===== config.mk =====
export PLATFORM = sky130hd
export DESIGN_NAME = nx_node_data_arbiter_flat
export DESIGN_NICKNAME = d
export VERILOG_FILES = /design/src/rtl/nx_node_data_arbiter_if.sv /design/src/rtl/nx_node_data_arbiter.sv /design/src/flat_wrapper.sv
export SDC_FILE = /design/constraint.sdc
export NUM_CORES = 1
export LEC_CHECK = 0
export CORE_AREA = 4 4 124 126
export DETAILED_ROUTE_END_ITERATION = 10
export DIE_AREA = 0 0 128 130
export PLACE_DENSITY = 0.76
export SETUP_SLACK_MARGIN = 0.02
export SYNTH_ARGS = -nofsm -noshare
export SYNTH_HDL_FRONTEND = slang
export SYNTH_SLANG_ARGS = --single-unit

===== constraint.sdc =====
create_clock -name i_clk -period 3.16 [get_ports i_clk]
set_input_delay 0.948 -clock i_clk [delete_from_list [all_inputs] [get_ports i_clk]]
set_output_delay 0.948 -clock i_clk [all_outputs]
set_load 0.02 [all_outputs]

===== src/rtl/nx_node_data_arbiter_if.sv =====
// External request/response bundle for the node data arbiter.
// master = inbound message path, slave = arbiter.
//
// Handshake rules, for both channels:
//   A transfer happens on a rising clk edge where valid and ready are both high.
//   Request channel: the requester holds i_ext_* stable while i_ext_valid is high
//   until that edge. o_ext_ready never depends on i_ext_valid.
//   Response channel: o_ext_rsp_data is stable while o_ext_rsp_valid is high,
//   and the entry is popped on the edge where i_ext_rsp_ready is also high.
interface nx_node_data_arbiter_if;
  logic [9:0]  i_ext_addr;
  logic [31:0] i_ext_wr_data;
  logic [31:0] i_ext_wr_strb;
  logic        i_ext_rd_en;
  logic        i_ext_valid;
  logic        o_ext_ready;
  logic [31:0] o_ext_rsp_data;
  logic        o_ext_rsp_valid;
  logic        i_ext_rsp_ready;

  modport master (
    output i_ext_addr, i_ext_wr_data, i_ext_wr_strb, i_ext_rd_en, i_ext_valid,
    input  o_ext_ready, o_ext_rsp_data, o_ext_rsp_valid,
    output i_ext_rsp_ready
  );

  modport slave (
    input  i_ext_addr, i_ext_wr_data, i_ext_wr_strb, i_ext_rd_en, i_ext_valid,
    output o_ext_ready, o_ext_rsp_data, o_ext_rsp_valid,
    input  i_ext_rsp_ready
  );
endinterface


===== src/rtl/nx_node_data_arbiter.sv =====
// Node data RAM arbiter: the execution core owns the RAM whenever it is active
// (it cannot stall), external requests fill idle cycles, and external read data
// comes back through a small response FIFO.
// Optional grant statistics are enabled with the macro NX_DATA_ARB_STATS_EN.
module nx_node_data_arbiter #(
  parameter int RSP_DEPTH    = 2,
  parameter int STARVE_LIMIT = 64
) (
  input  logic        i_clk,
  input  logic        i_rst,
  input  logic [9:0]  i_core_addr,
  input  logic [31:0] i_core_wr_data,
  input  logic [31:0] i_core_wr_strb,
  input  logic        i_core_rd_en,
  output logic [31:0] o_core_rd_data,
  nx_node_data_arbiter_if.slave ext,
  output logic [9:0]  o_ram_addr,
  output logic [31:0] o_ram_wr_data,
  output logic [31:0] o_ram_wr_strb,
  output logic        o_ram_rd_en,
  input  logic [31:0] i_ram_rd_data,
  output logic        o_starved
`ifdef NX_DATA_ARB_STATS_EN
  ,
  input  logic        i_stats_clear,
  output logic [15:0] o_core_grants,
  output logic [15:0] o_ext_grants
`endif
);

  localparam int CW = $clog2(RSP_DEPTH + 1);
  localparam int PW = (RSP_DEPTH > 1) ? $clog2(RSP_DEPTH) : 1;
  localparam int SW = $clog2(STARVE_LIMIT + 1);
  localparam logic [CW:0]   DEPTH_C = (CW + 1)'(RSP_DEPTH);
  localparam logic [SW-1:0] LIMIT_C = SW'(STARVE_LIMIT);

  logic          core_act;
  logic          credit_ok;
  logic          ext_fire;
  logic          rsp_inflight;
  logic          push;
  logic          pop;
  logic [CW:0]   occupancy;
  logic [31:0]   fifo_mem [RSP_DEPTH];
  logic [PW-1:0] wr_ptr;
  logic [PW-1:0] rd_ptr;
  logic [CW-1:0] fifo_count;
  logic [SW-1:0] starve_cnt;

  function automatic logic [PW-1:0] ptr_inc(input logic [PW-1:0] p);
    if (p == PW'(RSP_DEPTH - 1)) return '0;
    return p + 1'b1;
  endfunction

  // Grant decision: core wins outright; ext only gets a slot when the core is
  // idle and a response slot is reserved for a possible read.
  always_comb begin
    core_act        = i_core_rd_en || (|i_core_wr_strb);
    occupancy       = {{CW{1'b0}}, rsp_inflight} + {1'b0, fifo_count};
    credit_ok       = occupancy < DEPTH_C;
    ext.o_ext_ready = !core_act && credit_ok;
    ext_fire        = ext.i_ext_valid && ext.o_ext_ready;
    push            = rsp_inflight;
    pop             = (fifo_count != '0) && ext.i_ext_rsp_ready;
  end

  // RAM port mux: core inputs pass straight through, ext drives only on a handshake.
  always_comb begin
    o_ram_addr    = '0;
    o_ram_wr_data = '0;
    o_ram_wr_strb = '0;
    o_ram_rd_en   = 1'b0;
    if (core_act) begin
      o_ram_addr    = i_core_addr;
      o_ram_wr_data = i_core_wr_data;
      o_ram_wr_strb = i_core_wr_strb;
      o_ram_rd_en   = i_core_rd_en;
    end else if (ext_fire) begin
      o_ram_addr    = ext.i_ext_addr;
      o_ram_wr_data = ext.i_ext_wr_data;
      o_ram_wr_strb = ext.i_ext_rd_en ? 32'h0 : ext.i_ext_wr_strb;
      o_ram_rd_en   = ext.i_ext_rd_en;
    end
  end

  // The core keeps its own record of pending reads, so its data is a plain passthrough.
  assign o_core_rd_data = i_ram_rd_data;

  // Marks that the RAM returns an external read result on the next cycle.
  always_ff @(posedge i_clk or posedge i_rst) begin
    if (i_rst) rsp_inflight <= 1'b0;
    else       rsp_inflight <= ext_fire && ext.i_ext_rd_en;
  end

  // Response FIFO storage and pointers; the credit check keeps pushes from overflowing.
  always_ff @(posedge i_clk or posedge i_rst) begin
    if (i_rst) begin
      for (int i = 0; i < RSP_DEPTH; i++) fifo_mem[i] <= '0;
      wr_ptr     <= '0;
      rd_ptr     <= '0;
      fifo_count <= '0;
    end else begin
      if (push) begin
        fifo_mem[wr_ptr] <= i_ram_rd_data;
        wr_ptr           <= ptr_inc(wr_ptr);
      end
      if (pop) rd_ptr <= ptr_inc(rd_ptr);
      case ({push, pop})
        2'b10:   fifo_count <= fifo_count + 1'b1;
        2'b01:   fifo_count <= fifo_count - 1'b1;
        default: fifo_count <= fifo_count;
      endcase
    end
  end

  assign ext.o_ext_rsp_valid = (fifo_count != '0);
  assign ext.o_ext_rsp_data  = fifo_mem[rd_ptr];

  // Count consecutive blocked cycles of a waiting external request, saturating.
  always_ff @(posedge i_clk or posedge i_rst) begin
    if (i_rst)                            starve_cnt <= '0;
    else if (!ext.i_ext_valid || ext_fire) starve_cnt <= '0;
    else if (starve_cnt != LIMIT_C)       starve_cnt <= starve_cnt + 1'b1;
  end

  // Flag is decoded from the registered count, so it changes only on clock edges.
  assign o_starved = (starve_cnt == LIMIT_C);

`ifdef NX_DATA_ARB_STATS_EN
  // Saturating grant counters; clear overrides counting.
  always_ff @(posedge i_clk or posedge i_rst) begin
    if (i_rst) begin
      o_core_grants <= '0;
      o_ext_grants  <= '0;
    end else if (i_stats_clear) begin
      o_core_grants <= '0;
      o_ext_grants  <= '0;
    end else begin
      if (core_act && o_core_grants != 16'hFFFF) o_core_grants <= o_core_grants + 1'b1;
      if (ext_fire && o_ext_grants != 16'hFFFF)  o_ext_grants  <= o_ext_grants + 1'b1;
    end
  end
`endif

endmodule

===== src/flat_wrapper.sv =====
// flat-port wrapper written by rule: the top's interface ports become plain ports
module nx_node_data_arbiter_flat 
#(
  parameter int RSP_DEPTH    = 2,
  parameter int STARVE_LIMIT = 64
)
  (i_clk, i_rst, i_core_addr, i_core_wr_data, i_core_wr_strb, i_core_rd_en, o_core_rd_data, o_ram_addr, o_ram_wr_data, o_ram_wr_strb, o_ram_rd_en, i_ram_rd_data, o_starved, ext_i_ext_addr, ext_i_ext_wr_data, ext_i_ext_wr_strb, ext_i_ext_rd_en, ext_i_ext_valid, ext_o_ext_ready, ext_o_ext_rsp_data, ext_o_ext_rsp_valid, ext_i_ext_rsp_ready);
  nx_node_data_arbiter_if ext_i ();
  input  logic i_clk;
  input  logic i_rst;
  input  logic [9:0] i_core_addr;
  input  logic [31:0] i_core_wr_data;
  input  logic [31:0] i_core_wr_strb;
  input  logic i_core_rd_en;
  output logic [31:0] o_core_rd_data;
  output logic [9:0] o_ram_addr;
  output logic [31:0] o_ram_wr_data;
  output logic [31:0] o_ram_wr_strb;
  output logic o_ram_rd_en;
  input  logic [31:0] i_ram_rd_data;
  output logic o_starved;
  input wire logic [$bits(ext_i.i_ext_addr)-1:0] ext_i_ext_addr;
  input wire logic [$bits(ext_i.i_ext_wr_data)-1:0] ext_i_ext_wr_data;
  input wire logic [$bits(ext_i.i_ext_wr_strb)-1:0] ext_i_ext_wr_strb;
  input wire logic [$bits(ext_i.i_ext_rd_en)-1:0] ext_i_ext_rd_en;
  input wire logic [$bits(ext_i.i_ext_valid)-1:0] ext_i_ext_valid;
  output wire logic [$bits(ext_i.o_ext_ready)-1:0] ext_o_ext_ready;
  output wire logic [$bits(ext_i.o_ext_rsp_data)-1:0] ext_o_ext_rsp_data;
  output wire logic [$bits(ext_i.o_ext_rsp_valid)-1:0] ext_o_ext_rsp_valid;
  input wire logic [$bits(ext_i.i_ext_rsp_ready)-1:0] ext_i_ext_rsp_ready;
  assign ext_i.i_ext_addr = ext_i_ext_addr;
  assign ext_i.i_ext_wr_data = ext_i_ext_wr_data;
  assign ext_i.i_ext_wr_strb = ext_i_ext_wr_strb;
  assign ext_i.i_ext_rd_en = ext_i_ext_rd_en;
  assign ext_i.i_ext_valid = ext_i_ext_valid;
  assign ext_o_ext_ready = ext_i.o_ext_ready;
  assign ext_o_ext_rsp_data = ext_i.o_ext_rsp_data;
  assign ext_o_ext_rsp_valid = ext_i.o_ext_rsp_valid;
  assign ext_i.i_ext_rsp_ready = ext_i_ext_rsp_ready;
  nx_node_data_arbiter #(.RSP_DEPTH(RSP_DEPTH), .STARVE_LIMIT(STARVE_LIMIT)) u_core (.i_clk(i_clk), .i_rst(i_rst), .i_core_addr(i_core_addr), .i_core_wr_data(i_core_wr_data), .i_core_wr_strb(i_core_wr_strb), .i_core_rd_en(i_core_rd_en), .o_core_rd_data(o_core_rd_data), .ext(ext_i), .o_ram_addr(o_ram_addr), .o_ram_wr_data(o_ram_wr_data), .o_ram_wr_strb(o_ram_wr_strb), .o_ram_rd_en(o_ram_rd_en), .i_ram_rd_data(i_ram_rd_data), .o_starved(o_starved));
endmodule

==> impl_results.md <==
* Status: finished with violations
* Failing checks: negative setup slack
* Fin crit period at roughly 3600 ps
* Max Root-Sink Buffers at 2
* Clock Tree Root: clkbuf_16
* Count of input and output buffers at around 330
* Synthesized flop and latch total at 76
* Finish-stage setup viols at 75
* Synth Area in Simple Gates at under 10%
* Via-to-Cell Ratio at about 5.0
* Final cycle utilization of the critical path at 113.3%
* GRT overflow at 0
* Slew HR at about 43%
* Cells after Synth at around 450
* Die height at ~130 um
* Placed instance count at 943
* Clock slew at reported path FFs at 50 ps
* Yosys warning count at 0
* Worst Skew at around 5.8 ps
* Synth Area in Adders at 0.7671%
* Initial antenna violation count at 6
* Area grow syn2layout at 100.3%
* Critical Path RT at around 2200 ps
* H-tree depth at 3
* Via count of the first global-routing pass at between 5000 and 6000
* Minimum hold slack at 482.9 ps
* CTS tree: done
* Vias at a little under 5000
* Prevailing post-synth register cell: dfrtp_1
* Worst setup path class: primary input to primary output
* HPWL Detailed at 16030 um
* Wirelength per Cell at slightly above 20 um
* Synth Area in Compound Gates at approximately 6.8%
* Count of final max-slew check failures at 0
* Register area share after synthesis at 38.86%
* Remaining antenna violation count after routing at 0
* Ys async rst share at 100.0%
* Commonest non-fill, non-tap cell in the layout: clkdlybuf4s50_1
* DRT iter0 DRCs at about 220
* Max Cap Violations at 0
* Avg Cell Area, Syn at approximately 11 um2
* FMAX at 0.2793 GHz
* Io pins at about 330
* Count of final hold-check violations at 0
* Maximum number of pins on one net before global-route repair at 33
* DR DRC count at 0
* Post-layout util at between 60% and 70%
* Arrival time worst endpoint at 2630 ps
* Cts hold-fix bufs at 0
* Core area at 14310 um2
* VDD IR max at ~0.00025 V
* Post-synthesis mux area share at 30.91%
* Largest family of logic cells by synthesized area: multiplexers
* Synthesized area at roughly 4900 um2
* All-Layer GR Usage at between 20% and 30%
* Post-synth EDFFs at 0
* CTS Sinks at 76
* Worst-Margin Slew at between 800 and 900 ps
* Syn nets at around 640
* Cts bufs inserted at 9
* Pre-CTS setup slack at -1433 ps
* Pwr dens at slightly above 400 nW/um2
* Min-delay worst type: register to register
* First-pass GRT wire length at between 20000 and 30000 um
* Layout cells sized above 1 at between 40% and 50%
* # rows at 44
* Nets at 981
* Die area at ~17000 um2
* Leakage at roughly 0.0042 uW
* Setup WS post-layout at -420.7 ps
* Critical Path End Type: primary output
* Post-Layout Cell Count at approximately 1000
* Final WL at approximately 20000 um
* Post-synthesis xor/xnor area fraction at 1.969%
* Setup TNS at -23950 ps
* Die width at 128 um
* GP Congestion at around 0.86
* Most frequent cells in the layout: clkdlybuf4s50_1 (217), mux2_2 (95), buf_6 (93)
* Critical path launch point type: primary input
* DRT Pass-1 Iters at 4
* Worst-path fanout max at 5
* Worst-skew pair later-pin latency at roughly 330 ps
* Number of distinct library cells after synthesis at 28
* Initial Utilization at between 30% and 40%
* RSZ-0062 raised after global routing: true
-- through the flow --
step	total power, uW	instance area (um2)
floorplan	2010	5401
global placement	2816	8867
detailed placement	2845	8867
CTS	3998	9686
global route	4135	9801
finish	3956	9803
-- worst paths after layout --
check / start / endpoint / slack [ps] / cells past startpoint
min: u_core.wr_ptr$_DFFE_PP0P_ / u_core.wr_ptr$_DFFE_PP0P_ / 480 / 1
max: i_core_wr_strb[12] / o_ram_addr[9] / -420 / 9
max reg2reg: u_core.push$_DFF_PP0_ / u_core.fifo_mem[60]$_DFFE_PP0P_ / 1490 / 3
min in group asynchronous: i_rst / u_core.fifo_mem[25]$_DFFE_PP0P_ / 960 / 2
min reg2reg: u_core.wr_ptr$_DFFE_PP0P_ / u_core.wr_ptr$_DFFE_PP0P_ / 480 / 1
max in group asynchronous: i_rst / u_core.fifo_mem[55]$_DFFE_PP0P_ / 1470 / 3
-- layer usage --
| metal | GRT usage (%) | wire length, um | part of all wire, % |
|---|---|---|---|
| met1 | 23.24 | 6814 | 34 |
| met2 | 43.04 | 10700 | 53 |
| met3 | 7.900 | 1659 | 8.2 |
| met4 | 13.30 | 1147 | 5.6 |
| met5 | 0 | 0 | 0 |
-- what timing repair did --
item	in CTS	in global routing
resized for setup	555	14
cloned	5	1
pin swaps	26	20
endpoints found under the setup margin	76	75
setup buffers	16	4
-- layout make-up --
class / count / area, um2
fillers: 1022 / 4511
clock inverters: 5 / 83.83
diodes: 7 / 17.52
repair buffers: 392 / 4135
flip-flops and latches: 76 / 1902
clock buffers: 11 / 242.7
multi-input cells: 264 / 3008
well taps: 184 / 230.2
inverters: 49 / 183.9
-- flip-flops by register name (all words and copies together), names as in the netlist --
name / cells
u_core.fifo_count: 2
u_core.fifo_mem: 64
u_core.push: 1
u_core.rd_ptr: 1
u_core.starve_cnt: 7
u_core.wr_ptr: 1
-- cell usage after synthesis, types with 5 or more instances --
| master | n | area, um2 |
|---|---|---|
| mux2i_1 | 42 | 420.4 |
| clkbuf_1 | 12 | 45.04 |
| nand2_1 | 44 | 165.2 |
| nor4_1 | 8 | 50.05 |
| and3_1 | 7 | 43.79 |
| buf_2 | 10 | 50.05 |
| inv_1 | 49 | 183.9 |
| dfrtp_1 | 76 | 1902 |
| buf_12 | 5 | 100.1 |
| buf_4 | 34 | 255.2 |
| a41o_1 | 32 | 320.3 |
| xnor2_1 | 7 | 61.31 |
| mux2_2 | 95 | 1070 |
-- power breakdown --
part	internal [uW]	switching (uW)
clock network	715	386
logic	923	852
registers	1040	40.5
-- critical path: stages --
cell	delay, ps
buf_8	100
nor4_4	240
buf_4	150
and4_4	220
and3_4	270
buf_12	140
buf_12	130
mux2i_4	270
buf_6	150
-- logic make-up (layout without fill, tap and decap cells) --
kind of cell / count (synthesis) / after routing
fa+ha+maj: 3 / 3
xor+xnor: 11 / 11
compound gates: 34 / 34
simple gates: 76 / 77
mux: 139 / 139
buf+inv: 113 / 457
other cells: 0 / 7
flops: 76 / 76
(Power assumes the default switching activity.)
